[config.mk]
export PLATFORM = sky130hd
export DESIGN_NAME = sdram_port_arbiter
export DESIGN_NICKNAME = d
export VERILOG_FILES = /design/src/rtl/sdram_port_arbiter.sv
export SDC_FILE = /design/constraint.sdc
export NUM_CORES = 1
export LEC_CHECK = 0
export CORE_MARGIN = 8
export CORE_UTILIZATION = 41
export CTS_BUF_LIST = sky130_fd_sc_hd__clkbuf_8 sky130_fd_sc_hd__clkbuf_16
export CTS_CLUSTER_SIZE = 30
export DETAILED_ROUTE_END_ITERATION = 6
export GPL_TIMING_DRIVEN = 0
export PLACE_DENSITY = 0.85
export SLEW_MARGIN = 20
export SYNTH_ARGS = -nofsm -noshare
export SYNTH_HDL_FRONTEND = slang
export SYNTH_SLANG_ARGS = --single-unit
[constraint.sdc]
create_clock -name clk_sys -period 3.1 [get_ports clk_sys]
set_input_delay 0.62 -clock clk_sys [delete_from_list [all_inputs] [get_ports clk_sys]]
set_output_delay 0.62 -clock clk_sys [all_outputs]
set_load 0.03 [all_outputs]
[src/rtl/sdram_port_arbiter.sv]
// Three-way arbiter for the single SDRAM controller port: download writes,
// video fetch reads and Z80 accesses, one at a time, with starvation and timeout guards.
module sdram_port_arbiter #(
    parameter int unsigned AW           = 23,
    parameter int unsigned DW           = 8,
    parameter int unsigned STARVE_LIMIT = 4,
    parameter int unsigned TIMEOUT      = 255
) (
    input  logic          clk_sys,
    input  logic          reset_n,
    input  logic          dl_req,
    input  logic [AW-1:0] dl_addr,
    input  logic [DW-1:0] dl_din,
    output logic          dl_ack,
    input  logic          vid_req,
    input  logic [AW-1:0] vid_addr,
    output logic [DW-1:0] vid_dout,
    output logic          vid_ack,
    input  logic          cpu_req,
    input  logic          cpu_we,
    input  logic [AW-1:0] cpu_addr,
    input  logic [DW-1:0] cpu_din,
    output logic [DW-1:0] cpu_dout,
    output logic          cpu_ack,
    output logic          mem_req,
    output logic          mem_we,
    output logic [AW-1:0] mem_addr,
    output logic [DW-1:0] mem_din,
    input  logic [DW-1:0] mem_dout,
    input  logic          mem_ack,
    output logic [1:0]    grant,
    output logic          timeout_err
);

    localparam int unsigned SW = $clog2(STARVE_LIMIT + 1);
    localparam logic [SW-1:0] STARVE_MAX = SW'(STARVE_LIMIT);
    localparam logic [7:0] TO_LAST = 8'(TIMEOUT - 1);

    localparam logic [1:0] G_NONE = 2'd0;
    localparam logic [1:0] G_DL   = 2'd1;
    localparam logic [1:0] G_VID  = 2'd2;
    localparam logic [1:0] G_CPU  = 2'd3;

    typedef enum logic [1:0] {
        S_IDLE  = 2'd0,
        S_ISSUE = 2'd1,
        S_DONE  = 2'd2
    } state_t;

    state_t          state;
    logic [SW-1:0]   starve;
    logic [7:0]      tcnt;
    logic [1:0]      win_c;

    // Fixed priority, except a CPU that has lost STARVE_LIMIT times in a row beats video
    always_comb begin
        win_c = G_NONE;
        if (dl_req)
            win_c = G_DL;
        else if (cpu_req && (starve == STARVE_MAX))
            win_c = G_CPU;
        else if (vid_req)
            win_c = G_VID;
        else if (cpu_req)
            win_c = G_CPU;
    end

    always_ff @(posedge clk_sys or negedge reset_n) begin
        if (!reset_n) begin
            state       <= S_IDLE;
            grant       <= G_NONE;
            mem_req     <= 1'b0;
            mem_we      <= 1'b0;
            mem_addr    <= '0;
            mem_din     <= '0;
            dl_ack      <= 1'b0;
            vid_ack     <= 1'b0;
            cpu_ack     <= 1'b0;
            vid_dout    <= '0;
            cpu_dout    <= '0;
            timeout_err <= 1'b0;
            starve      <= '0;
            tcnt        <= '0;
        end else begin
            dl_ack      <= 1'b0;
            vid_ack     <= 1'b0;
            cpu_ack     <= 1'b0;
            timeout_err <= 1'b0;

            case (state)
                S_IDLE: begin
                    grant <= win_c;
                    if (!cpu_req || (win_c == G_CPU))
                        starve <= '0;
                    else if (starve != STARVE_MAX)
                        starve <= starve + SW'(1);

                    if (win_c != G_NONE) begin
                        state   <= S_ISSUE;
                        mem_req <= 1'b1;
                        tcnt    <= '0;
                        case (win_c)
                            G_DL: begin
                                mem_we   <= 1'b1;
                                mem_addr <= dl_addr;
                                mem_din  <= dl_din;
                            end
                            G_VID: begin
                                mem_we   <= 1'b0;
                                mem_addr <= vid_addr;
                            end
                            default: begin
                                mem_we   <= cpu_we;
                                mem_addr <= cpu_addr;
                                mem_din  <= cpu_din;
                            end
                        endcase
                    end
                end

                // An ack on the limit cycle wins over the abort
                S_ISSUE: begin
                    if (mem_ack || (tcnt == TO_LAST)) begin
                        state       <= S_DONE;
                        mem_req     <= 1'b0;
                        timeout_err <= !mem_ack;
                        case (grant)
                            G_DL: dl_ack <= 1'b1;
                            G_VID: begin
                                vid_ack  <= 1'b1;
                                vid_dout <= mem_ack ? mem_dout : {DW{1'b1}};
                            end
                            G_CPU: begin
                                cpu_ack <= 1'b1;
                                if (!mem_ack)
                                    cpu_dout <= {DW{1'b1}};
                                else if (!mem_we)
                                    cpu_dout <= mem_dout;
                            end
                            default: ;
                        endcase
                    end else begin
                        tcnt <= tcnt + 8'd1;
                    end
                end

                S_DONE: begin
                    state <= S_IDLE;
                    grant <= G_NONE;
                end

                default: begin
                    state   <= S_IDLE;
                    grant   <= G_NONE;
                    mem_req <= 1'b0;
                end
            endcase
        end
    end

endmodule

# Word level (Yosys, flattened, before mapping)
# Index checks and enable logic that the tools add are counted.
# op_classes
add_sub_neg	2
multipliers	0
div	0
n_lt_le_gt_ge	0
eq_ne	15
n_shift	0
mux	33
bitwise_logic	2
reduce_logical	17
# ops
op	count
case mux 23 bit (2 select lines)	1
two-way mux 8 bit	5
case mux 8 bit (2 select lines)	2
two-way mux 1 bit	13
two-way mux 2 bit	6
AND reduction 3 bit	4
== test 2 bit, second input constant	5
adder 8 x 1 -> 8 bit, second input constant	1
== test 8 bit, second input constant	1
inequality test 2 bit, second input constant	4
case mux 2 bit (2 select lines)	2
== test 2 x 1 -> 1 bit, second input constant	3
two-way mux 3 bit	2
AND reduction 2 bit	3
nonzero test 2 bit	3
AND reduction 4 bit	1
adder 3 x 1 -> 3 bit, second input constant	1
== test 3 bit, second input constant	1
inequality test 3 bit, second input constant	1
case mux 1 bit (3 select lines)	1
zero test 1 bit	2
zero test 2 bit	1
logical OR 1 bit	2
inverter 1 bit	2
2 further kinds	2
# word_totals
register_bits	68
latch_bits	0
ram_bits	0
romBits	0
in_bits	100
out_inout_bits	55
wordCells	83
mem_count	0

# Depth between registers and ports, before layout
# Gate-level depths: netlist of run 1.
# logic_depth
word_depth	8
mapped_depth	12

# Least setup slack after synthesis of run 1
# Ideal clock, no wire load.
# synth_timing
path_type	reg-to-reg
startpoint	register starve[0]
endpoint	register mem_din[2]
setup_ns	0.128
t_arrival_ns	2.220
slack_ns	0.752
stages_incl_launch_ff	11
path_buffers	2
period_less_slack_ns	2.348
cell_sequence	dfrtp_1 -> inv_1 -> ha_1 -> a21bo_2 -> a21oi_2 -> inv_1 -> ha_1 -> clkbuf_1 -> buf_2 -> mux2_2 -> mux2_1
# synth_between
elab_chain_len	7
word_cells_on_any_way	10
classes_between	eq/ne (3); mux (3); bitwise (1); reduce/logical (3)
# synth_rtl
item	line	rtl
start, declared	51	logic [SW-1:0] starve;
start signal, assigned	96	starve <= starve + SW'(1);
== test 3 bit *	60	else if (cpu_req && (starve == STARVE_MAX))
logical AND 1 bit *	60	
two-way mux 2 bit *	60	
two-way mux 2 bit *	58	if (dl_req)
== test 2 bit	102	case (win_c)
inverter 1 bit (no line)	n/a	
AND reduction 3 bit (no line)	n/a	
end signal, assigned	106	mem_din <= dl_din;
end signal, assigned	115	mem_din <= cpu_din;
end, declared	28	output logic [DW-1:0] mem_din,
# Every way passes the cells marked *; elsewhere a longest branch is shown, timed or not.
# A chain may end at the register's enable or synchronous reset.

# Final worst setup path of run 1
# layout_timing
startpoint	input port vid_req
endpoint	register mem_addr[15]
# layout_between
elab_chain_len	5
word_cells_on_any_way	8
classes_between	eq/ne (2); mux (4); reduce/logical (2)
# layout_rtl
item	line	rtl
start, declared	15	input logic vid_req,
two-way mux 2 bit *	62	else if (vid_req)
two-way mux 2 bit *	60	
two-way mux 2 bit *	58	
== test 2 bit, or another cell as far along	102	
case mux 23 bit (2 select lines) or AND reduction 2 bit (tied branches)	n/a	
end signal, assigned	105	mem_addr <= dl_addr;
end signal, assigned	110	mem_addr <= vid_addr;
end signal, assigned	114	mem_addr <= cpu_addr;
end, declared	27	output logic [AW-1:0] mem_addr,
# Marks and branches as above.

==> qor.csv, run 1 <==
metric,value,unit
largest net degree at the start of global routing,54,
die height,106,um
# DRC,0,
DR WL met3,970,um
full die area,11200,um2
total wire length,10200,um
Synth top area share,0.512,
met1 wire length,4010,um
cell taking the most area after synthesis,dfrtp_1,
Synth Flop Type,dfrtp_1,
Worst Max-Slew Pin Slew,0.507,ns
global-route wire length before repair,16700,um
Post-Syn Area,3320,um2
TritonCTS clock tree,built,
VDD IR max,397,uV
Layout Nets,603,
crit path kind,primary input to flop,
DR vias/cell,5.16,
vias in the first global route,3354,
"FF+latch count, synth",68,
syn_nets,437,
Final Util,0.650,
period utilization,0.880,
H-tree Lvls,3,
Rel. slew slack,0.662,
initial drt markers,154,
Synth Area in Adders,0.0301,
"Data arrival, critical path",2.98,ns
post-CTS setup buffer count,0,
register area share after synthesis,0.512,
crit start category,primary input,
Core ar.,8050,um2
Cells after Synth,329,
Rows,33,
wire per inst,16.8,um
layout cells sized above 1,0.0900,
top post-synthesis cells by count,"68 x dfrtp_1, 54 x nand2_1, 42 x o21ai_0",
Diodes inserted,0,
top sig layer,met4,
DRT antenna net count,0,
CP max FO,10,
status,finished clean,
Final Hold Viols,0,
Max clock buf depth,2,
RSZ-0062 raised after global routing,no,
Final Max Slew Viols,0,
port bufs,154,
"non-filler cells, final",605,
Clock Latency Late Sink,0.35,ns
met2 wire len,5010,um
XOR/XNOR Fraction of Synth Area,0.00264,
post-CTS sizing,0,
cts hold-fix bufs,0,
Root Buffer,clkbuf_8,
gpl congestion,0.824,
TritonRoute pass-1 iters,4,
Compound-Gate Fraction of Synth Area,0.231,
leak pwr,0.00214,uW
grt ovf,0,
Yosys cell types,46,
count of final setup violators,0,
Fmax,0.367,GHz
worst clock skew,0.0100,ns
"Avg Cell Area, Syn",10.1,um2
TritonCTS Sinks,68,
Hold Crit Class,primary input to asynchronous set/reset pin,
Worst-path clk slew,0.08,ns
YS warnings,0,
Starting Density,0.413,
Final HPWL DP,8090,um
largest family of logic cells by synthesized area,compound AO/OA/AOI/OAI gates,
CTS Buf Count,9,
crit end category,flop,
Area Overhead vs Synth,57.4,%
"Async S/R FF share, synth",1.00,
dpl cells,589,
antenna violations before repair,0,
WP data required,3.35,ns
Max Cap Violations,0,
multiplexer share of the synthesized area,0.0573,
die width,106,um
via count,3124,
Synth area leaders,"dfrtp_1 51%, o21ai_0 6.3%, nand2_1 6.1%, a22oi_1 5.2%, o22a_1 4.2%",
simple-gate area share of the yosys netlist,0.133,
gr usage total,0.184,
Final min period,2.73,ns
Final TNS setup,0,ns
io pins,155,
PwrDens,897,nW/um2
most common cell in the netlist,dfrtp_1,
Post-synth EDFFs,0,
[critical path, cell delays in order]
cell and delay (ns):
clkdlybuf4s50_1 0.47, a21bo_2 0.23, a21oi_2 0.28, ha_1 0.23, clkbuf_1 0.39, clkbuf_1 0.38, o21ai_0 0.15, o21ai_0 0.23
[state kept, by name (all words and copies together), names as in the netlist]
register     count
state            2
starve           3
timeout_err      1
mem_addr        23
vid_ack          1
cpu_dout         8
cpu_ack          1
mem_din          8
dl_ack           1
tcnt             8
mem_we           1
grant            2
vid_dout         8
mem_req          1
[cell usage in the layout, fill, tap and decap left out, types with 2 or more instances in the layout]
cell type,instances
dfrtp_1,68
nand2_1,54
nand2b_1,3
a21oi_1,8
buf_4,2
nand3b_1,2
clkinv_4,3
or2_2,2
a31oi_1,3
and3_1,2
o22a_1,16
a21oi_4,2
clkdlybuf4s50_1,153
nor2_1,8
o22ai_1,2
inv_1,5
nand3_1,9
clkbuf_1,15
o21ai_0,42
a22oi_1,23
o21ai_1,13
clkbuf_8,10
nor3_1,2
mux2_2,11
nand4b_1,2
buf_6,2
ha_1,8
mux2_1,5
[per-stage QoR]
stage / power [uW] / hold WS [ns] / setup WS, ns / instance area (um2)
after global routing: 4980 / 0.115 / 0.115 / 5230
after global placement: 3880 / 0.461 / -0.786 / 4990
after detailed placement: 3960 / 0.474 / -0.00405 / 5020
final: 4690 / 0.115 / 0.372 / 5230
after CTS: 4730 / 0.114 / 0.365 / 5230
after floorplan: 2850 / 0.324 / 0.752 / 3320
[area by class of cell]
| cell class | instances | area, um2 |
|---|---|---|
| buffer | 20 | 95.1 |
| clock buffer | 10 | 138 |
| clock inverter | 6 | 72.6 |
| fill | 681 | 2820 |
| inverter | 5 | 18.8 |
| multi-input combinational | 236 | 1510 |
| sequential | 68 | 1700 |
| tap | 105 | 131 |
| timing repair buffer | 155 | 1570 |
[path summary, 6_finish.rpt]
path	start	to	slack, ns	cells past startpoint
worst max-delay path	vid_req	mem_addr[15]	0.37	8
max in group asynchronous	reset_n	mem_addr[0]	2.45	2
worst min register to register	mem_addr[16]	mem_addr[16]	0.48	2
worst max register to register	starve[0]	mem_addr[15]	0.40	9
min in group clk_sys	mem_addr[16]	mem_addr[16]	0.48	2
worst min-delay path	reset_n	vid_dout[3]	0.12	1
[report_power, final]
group	switching, uW	internal, uW
clock	364	400
sequential	246	1260
combinational	1390	1030
[cells by family (layout without fill, tap and decap cells)]
| kind of cell | after synthesis | in the layout |
|---|---|---|
| buffers and inverters | 25 | 196 |
| AND/OR/NAND/NOR | 93 | 93 |
| AO/OA/AOI/OAI | 117 | 117 |
| XOR/XNOR | 1 | 1 |
| flip-flops | 68 | 68 |
| adder cells (fa/ha/maj) | 8 | 8 |
| multiplexers | 17 | 17 |
[layer usage]
metal	track usage	up-vias
li1	-	1520
met1	0.204	1470
met2	0.303	116
met3	0.0853	18
met4	0.0653	0
met5	0	-
(Power assumes the default switching activity.)
==> run 2, diff against run 1 <==
--- a/config.mk
+++ b/config.mk
@@ -6,12 +6,12 @@
 export NUM_CORES = 1
 export LEC_CHECK = 0
 export CORE_MARGIN = 8
-export CORE_UTILIZATION = 41
+export CORE_UTILIZATION = 45
 export CTS_BUF_LIST = sky130_fd_sc_hd__clkbuf_8 sky130_fd_sc_hd__clkbuf_16
 export CTS_CLUSTER_SIZE = 30
 export DETAILED_ROUTE_END_ITERATION = 6
 export GPL_TIMING_DRIVEN = 0
-export PLACE_DENSITY = 0.85
+export PLACE_DENSITY = 0.92
 export SLEW_MARGIN = 20
 export SYNTH_ARGS = -nofsm -noshare
 export SYNTH_HDL_FRONTEND = slang
==> constraint.sdc (replaced) <==
create_clock -name clk_sys -period 3.4 [get_ports clk_sys]
set_input_delay 0.68 -clock clk_sys [delete_from_list [all_inputs] [get_ports clk_sys]]
set_output_delay 0.68 -clock clk_sys [all_outputs]
set_load 0.03 [all_outputs]
==> run 2 against run 1 <==
  * Sequential power is 9% lower
  * Register-to-register slack better by 0.23 ns
  * Critical path depth is 3 higher
  * Cell area is 1.1% lower
  * Sequential share of layout area is 0.35 points higher
  * Total power is 11% lower
  * Critical path type unchanged
  * Largest power group unchanged
==> qor.csv, run 2 (synthesis gave the netlist of run 1 again) <==
metric,value,unit
DR vias/cell,5.35,
dpl cells,583,
Layout Nets,603,
largest net degree at the start of global routing,42,
Final min period,2.89,ns
total wire length,11000,um
Final HPWL DP,8720,um
count of final setup violators,0,
period utilization,0.849,
H-tree Lvls,3,
crit path kind,primary input to flop,
TritonCTS clock tree,built,
post-CTS setup buffer count,0,
post-CTS sizing,0,
Comb pwr share,0.534,
P_sw,1810,uW
Clock Latency Late Sink,0.34,ns
VDD IR max,431,uV
TritonCTS Sinks,68,
most frequent cells in the layout,"153 x clkdlybuf4s50_1, 68 x dfrtp_1, 54 x nand2_1, 42 x o21ai_0, 23 x a22oi_1",
Largest register FFs,23,
Area Overhead vs Synth,55.7,%
Max Cap Violations,0,
Final Util,0.717,
initial drt markers,127,
Rows,31,
full die area,10400,um2
crit end category,flop,
P_int,2380,uW
gpl congestion,0.851,
die width,102,um
PwrDens,810,nW/um2
Final Max Slew Viols,0,
DR WL met3,1070,um
met1 wire length,4100,um
global-route wire length before repair,17300,um
cts hold-fix bufs,0,
layout cells sized above 1,0.0842,
Fmax,0.346,GHz
clock network power share,0.137,
worst clock skew,0.00619,ns
antenna violations before repair,0,
CP max FO,10,
# DRC,0,
Rel. slew slack,0.601,
Worst Max-Slew Pin Slew,0.598,ns
WP data required,3.60,ns
top sig layer,met4,
Starting Density,0.460,
crit start category,primary input,
Root Buffer,clkbuf_8,
Final Hold Viols,0,
vias in the first global route,3518,
gr usage total,0.215,
Max clock buf depth,2,
die height,102,um
port bufs,154,
status,finished clean,
Worst-path clk slew,0.07,ns
Design Power,4190,uW
TritonRoute pass-1 iters,4,
Diodes inserted,0,
RSZ-0062 raised after global routing,no,
switching share of power,0.431,
met2 wire len,5580,um
"Data arrival, critical path",3.09,ns
"non-filler cells, final",598,
leak pwr,0.00213,uW
wire per inst,18.5,um
Largest Register,mem_addr,
"most common cell after layout, fill and taps aside",clkdlybuf4s50_1,
Hold Crit Class,primary input to asynchronous set/reset pin,
CTS Buf Count,9,
DRT antenna net count,0,
fillers,571,
Core ar.,7210,um2
via count,3199,
io pins,155,
grt ovf,0,
Sequential Power Share,0.329,
-- run 2: through the flow --
stage	hold slack, ns	setup TNS (ns)	cell area, um2	worst slack [ns]
floorplan	0.384	0	3320	0.998
global placement	0.460	-34.86	4990	-0.516
detailed placement	0.470	0	5000	0.191
CTS	0.264	0	5170	0.536
global route	0.276	0	5170	0.351
finish	0.261	0	5170	0.514
-- run 2: layout make-up --
cell class | count | area (um2) | share of cell area
Clock buffer | 11 | 151 | 0.0293
Clock inverter | 4 | 17.5 | 0.00339
Tap cell | 99 | 124 | 0.0239
Timing Repair Buffer | 155 | 1560 | 0.301
Multi-Input combinational cell | 236 | 1510 | 0.291
Inverter | 5 | 18.8 | 0.00363
Sequential cell | 68 | 1700 | 0.329
Buffer | 20 | 95.1 | 0.0184
-- run 2: critical path, cell delays in order --
cell	delay, ns
clkdlybuf4s50_1	0.47
a21bo_2	0.23
a21oi_2	0.30
inv_1	0.12
ha_1	0.21
clkbuf_1	0.15
clkbuf_1	0.31
a22oi_1	0.33
nand2_1	0.09
o21ai_0	0.11
o21ai_1	0.10
-- run 2: worst paths after layout --
| check | start | end | slack, ns | cells past startpoint |
|---|---|---|---|---|
| max | vid_req | mem_addr[8] | 0.51 | 11 |
| min | reset_n | mem_addr[21] | 0.26 | 1 |
| max reg2reg | starve[0] | mem_addr[8] | 0.63 | 12 |
| min reg2reg | mem_addr[14] | mem_addr[14] | 0.48 | 2 |
| max in group asynchronous | reset_n | tcnt[5] | 2.59 | 2 |
| min in group clk_sys | mem_addr[14] | mem_addr[14] | 0.48 | 2 |
-- run 2: power by group through the flow --
stage               Clock (uW)  Sequential (uW)  Combinational (uW)
finish                     574             1380                2240
global route               614             1420                2380
CTS                        582             1380                2250
detailed placement           0             1390                2240
global placement             0             1360                2170
floorplan                    0             1960                 638
-- run 2: metal layers --
| metal | vias up | global-route usage |
|---|---|---|
| met5 | - | 0 |
| met4 | 0 | 0.0824 |
| met3 | 23 | 0.0913 |
| met2 | 137 | 0.379 |
| met1 | 1521 | 0.221 |
| li1 | 1518 | - |
==> run 3, diff against run 2 <==
--- a/config.mk
+++ b/config.mk
@@ -6,12 +6,12 @@
 export NUM_CORES = 1
 export LEC_CHECK = 0
 export CORE_MARGIN = 8
-export CORE_UTILIZATION = 45
+export CORE_UTILIZATION = 41
 export CTS_BUF_LIST = sky130_fd_sc_hd__clkbuf_8 sky130_fd_sc_hd__clkbuf_16
 export CTS_CLUSTER_SIZE = 30
 export DETAILED_ROUTE_END_ITERATION = 6
 export GPL_TIMING_DRIVEN = 0
-export PLACE_DENSITY = 0.92
+export PLACE_DENSITY = 0.85
 export SLEW_MARGIN = 20
 export SYNTH_ARGS = -nofsm -noshare
 export SYNTH_HDL_FRONTEND = slang
==> constraint.sdc (replaced) <==
create_clock -name clk_sys -period 2.85 [get_ports clk_sys]
set_input_delay 0.57 -clock clk_sys [delete_from_list [all_inputs] [get_ports clk_sys]]
set_output_delay 0.57 -clock clk_sys [all_outputs]
set_load 0.03 [all_outputs]
==> run 3 against run 2 <==
  * Routed wire length is 8.0% lower
  * Clock-buffer cell count shrank 1
  * Utilization is 6.8 points lower
  * Critical endpoint is now mem_addr[15]
  * Sequential power grew 19%
==> qor.csv, run 3 (synthesis gave the netlist of run 1 again) <==
metric,value,unit
wire per inst,16.8,um
WP data required,3.10,ns
Layout Nets,602,
Worst Max-Slew Pin Slew,0.482,ns
DRT antenna net count,0,
port bufs,154,
period utilization,0.915,
RSZ-0062 raised after global routing,no,
crit end category,flop,
PwrDens,976,nW/um2
grt ovf,0,
gpl congestion,0.824,
Final min period,2.61,ns
Max clock buf depth,2,
reg2reg start,starve[0],
Largest Register,mem_addr,
Buf/Inv on CP,3,
largest net degree at the start of global routing,54,
"most common cell after layout, fill and taps aside",clkdlybuf4s50_1,
crit path kind,flop to flop,
crit path cell chain,inv_1 > ha_1 > a21bo_2 > a21oi_2 > ha_1 > or3_1 > clkbuf_1 > clkbuf_1 > nand2_1 > o21ai_0,
Fmax,0.383,GHz
Root Buffer,clkbuf_8,
crit path from,starve[0],
io pins,155,
total wire length,10200,um
Diodes inserted,0,
vias in the first global route,3354,
Final Hold Viols,0,
die width,106,um
R2R depth,10,
area of the multi-input gates,1510,um2
Area Overhead vs Synth,57.4,%
dpl cells,589,
dpl ws,-0.204,ns
die height,106,um
Largest register FFs,23,
CTS Buf Count,9,
"non-filler cells, final",604,
most frequent cells in the layout,"153 x clkdlybuf4s50_1, 68 x dfrtp_1, 54 x nand2_1, 42 x o21ai_0, 23 x a22oi_1",
"Data arrival, critical path",2.86,ns
CP max-delay cell,clkbuf_1,
Worst-path clk slew,0.08,ns
Core ar.,8050,um2
TritonRoute pass-1 iters,4,
CP max FO,10,
leak pwr,0.00214,uW
crit start category,flop,
worst reg2reg path endpoint,mem_addr[15],
Rel. slew slack,0.679,
global-route wire length before repair,16700,um
worst clock skew,0.00982,ns
status,finished clean,
"CP delay by family, top",buffers and inverters,
antenna violations before repair,0,
Reg area,1700,um2
Final Max Slew Viols,0,
via count,3131,
initial drt markers,134,
Clock Latency Late Sink,0.36,ns
count of final setup violators,0,
final worst slack,0.242,ns
Final Util,0.649,
DR vias/cell,5.18,
layout cells sized above 1,0.0922,
Final HPWL DP,8090,um
full die area,11200,um2
Worst Hold Slack,0.0637,ns
TritonCTS clock tree,built,
VDD IR max,432,uV
Max Cap Violations,0,
post-CTS setup buffer count,0,
Hold Crit Class,primary input to asynchronous set/reset pin,
Design Power,5100,uW
r2r setup slk,0.24,ns
Rows,33,
# DRC,0,
TritonCTS Sinks,68,
H-tree Lvls,3,
fillers,682,
Starting Density,0.413,
gr usage total,0.184,
Max stage delay on crit path,0.43,ns
==> run 3: cell types whose count changed in the layout (fill, tap and decap cells not counted), sizes merged <==
cell | before | now
inv | 7 | 6
clkinvlp | 0 | 1
bufinv | 0 | 1
clkbuf | 26 | 24
clkinv | 2 | 3
==> run 3: worst max-delay path by stage <==
stage                   endpoint  slack (ns)  cells after the start
global route        mem_addr[17]        0.03                     10
detailed placement  mem_addr[15]       -0.20                      8
floorplan             mem_din[2]        0.50                     10
global placement    mem_addr[14]       -0.99                      1
finish              mem_addr[15]        0.24                     10
CTS                 mem_addr[15]        0.15                      9
==> run 3: cell type report <==
type	count	area share
Sequential cell	68	0.326
Timing Repair Buffer	155	0.300
Multi-Input combinational cell	236	0.288
Clock buffer	10	0.0263
Tap cell	105	0.0251
Buffer	19	0.0177
Clock inverter	6	0.0139
Inverter	5	0.00359
==> run 3: timing repair <==
action,CTS,global route
hold buffers,0,0
gates resized for setup,0,2
endpoints found under the setup margin,0,6
==> run 3: power breakdown <==
group	switching, uW	internal (uW)	total (uW)
clock	395	435	830
combinational	1510	1120	2630
sequential	268	1370	1640
total	2180	2930	5100
==> run 3: stage by stage <==
| stage | cell area [um2] | TNS [ns] |
|---|---|---|
| global placement | 4990 | -69.10 |
| global route | 5230 | 0 |
| detailed placement | 5020 | -3.70 |
| floorplan | 3320 | 0 |
| finish | 5230 | 0 |
| CTS | 5230 | 0 |
==> run 3: worst register-to-register path: stages (launching register included) <==
cell,delay (ns)
dfrtp_1,0.37
inv_1,0.08
ha_1,0.26
a21bo_2,0.22
a21oi_2,0.28
ha_1,0.22
or3_1,0.11
clkbuf_1,0.31
clkbuf_1,0.44
nand2_1,0.10
o21ai_0,0.12
==> run 3: per-layer routing <==
metal,vias up,routed length [um],track usage,share of wire
met3,17,990,0.0853,0.097
met5,-,0,0,0
met1,1471,3990,0.204,0.39
li1,1519,-,-,-
met2,124,4980,0.303,0.49
met4,0,209,0.0653,0.021
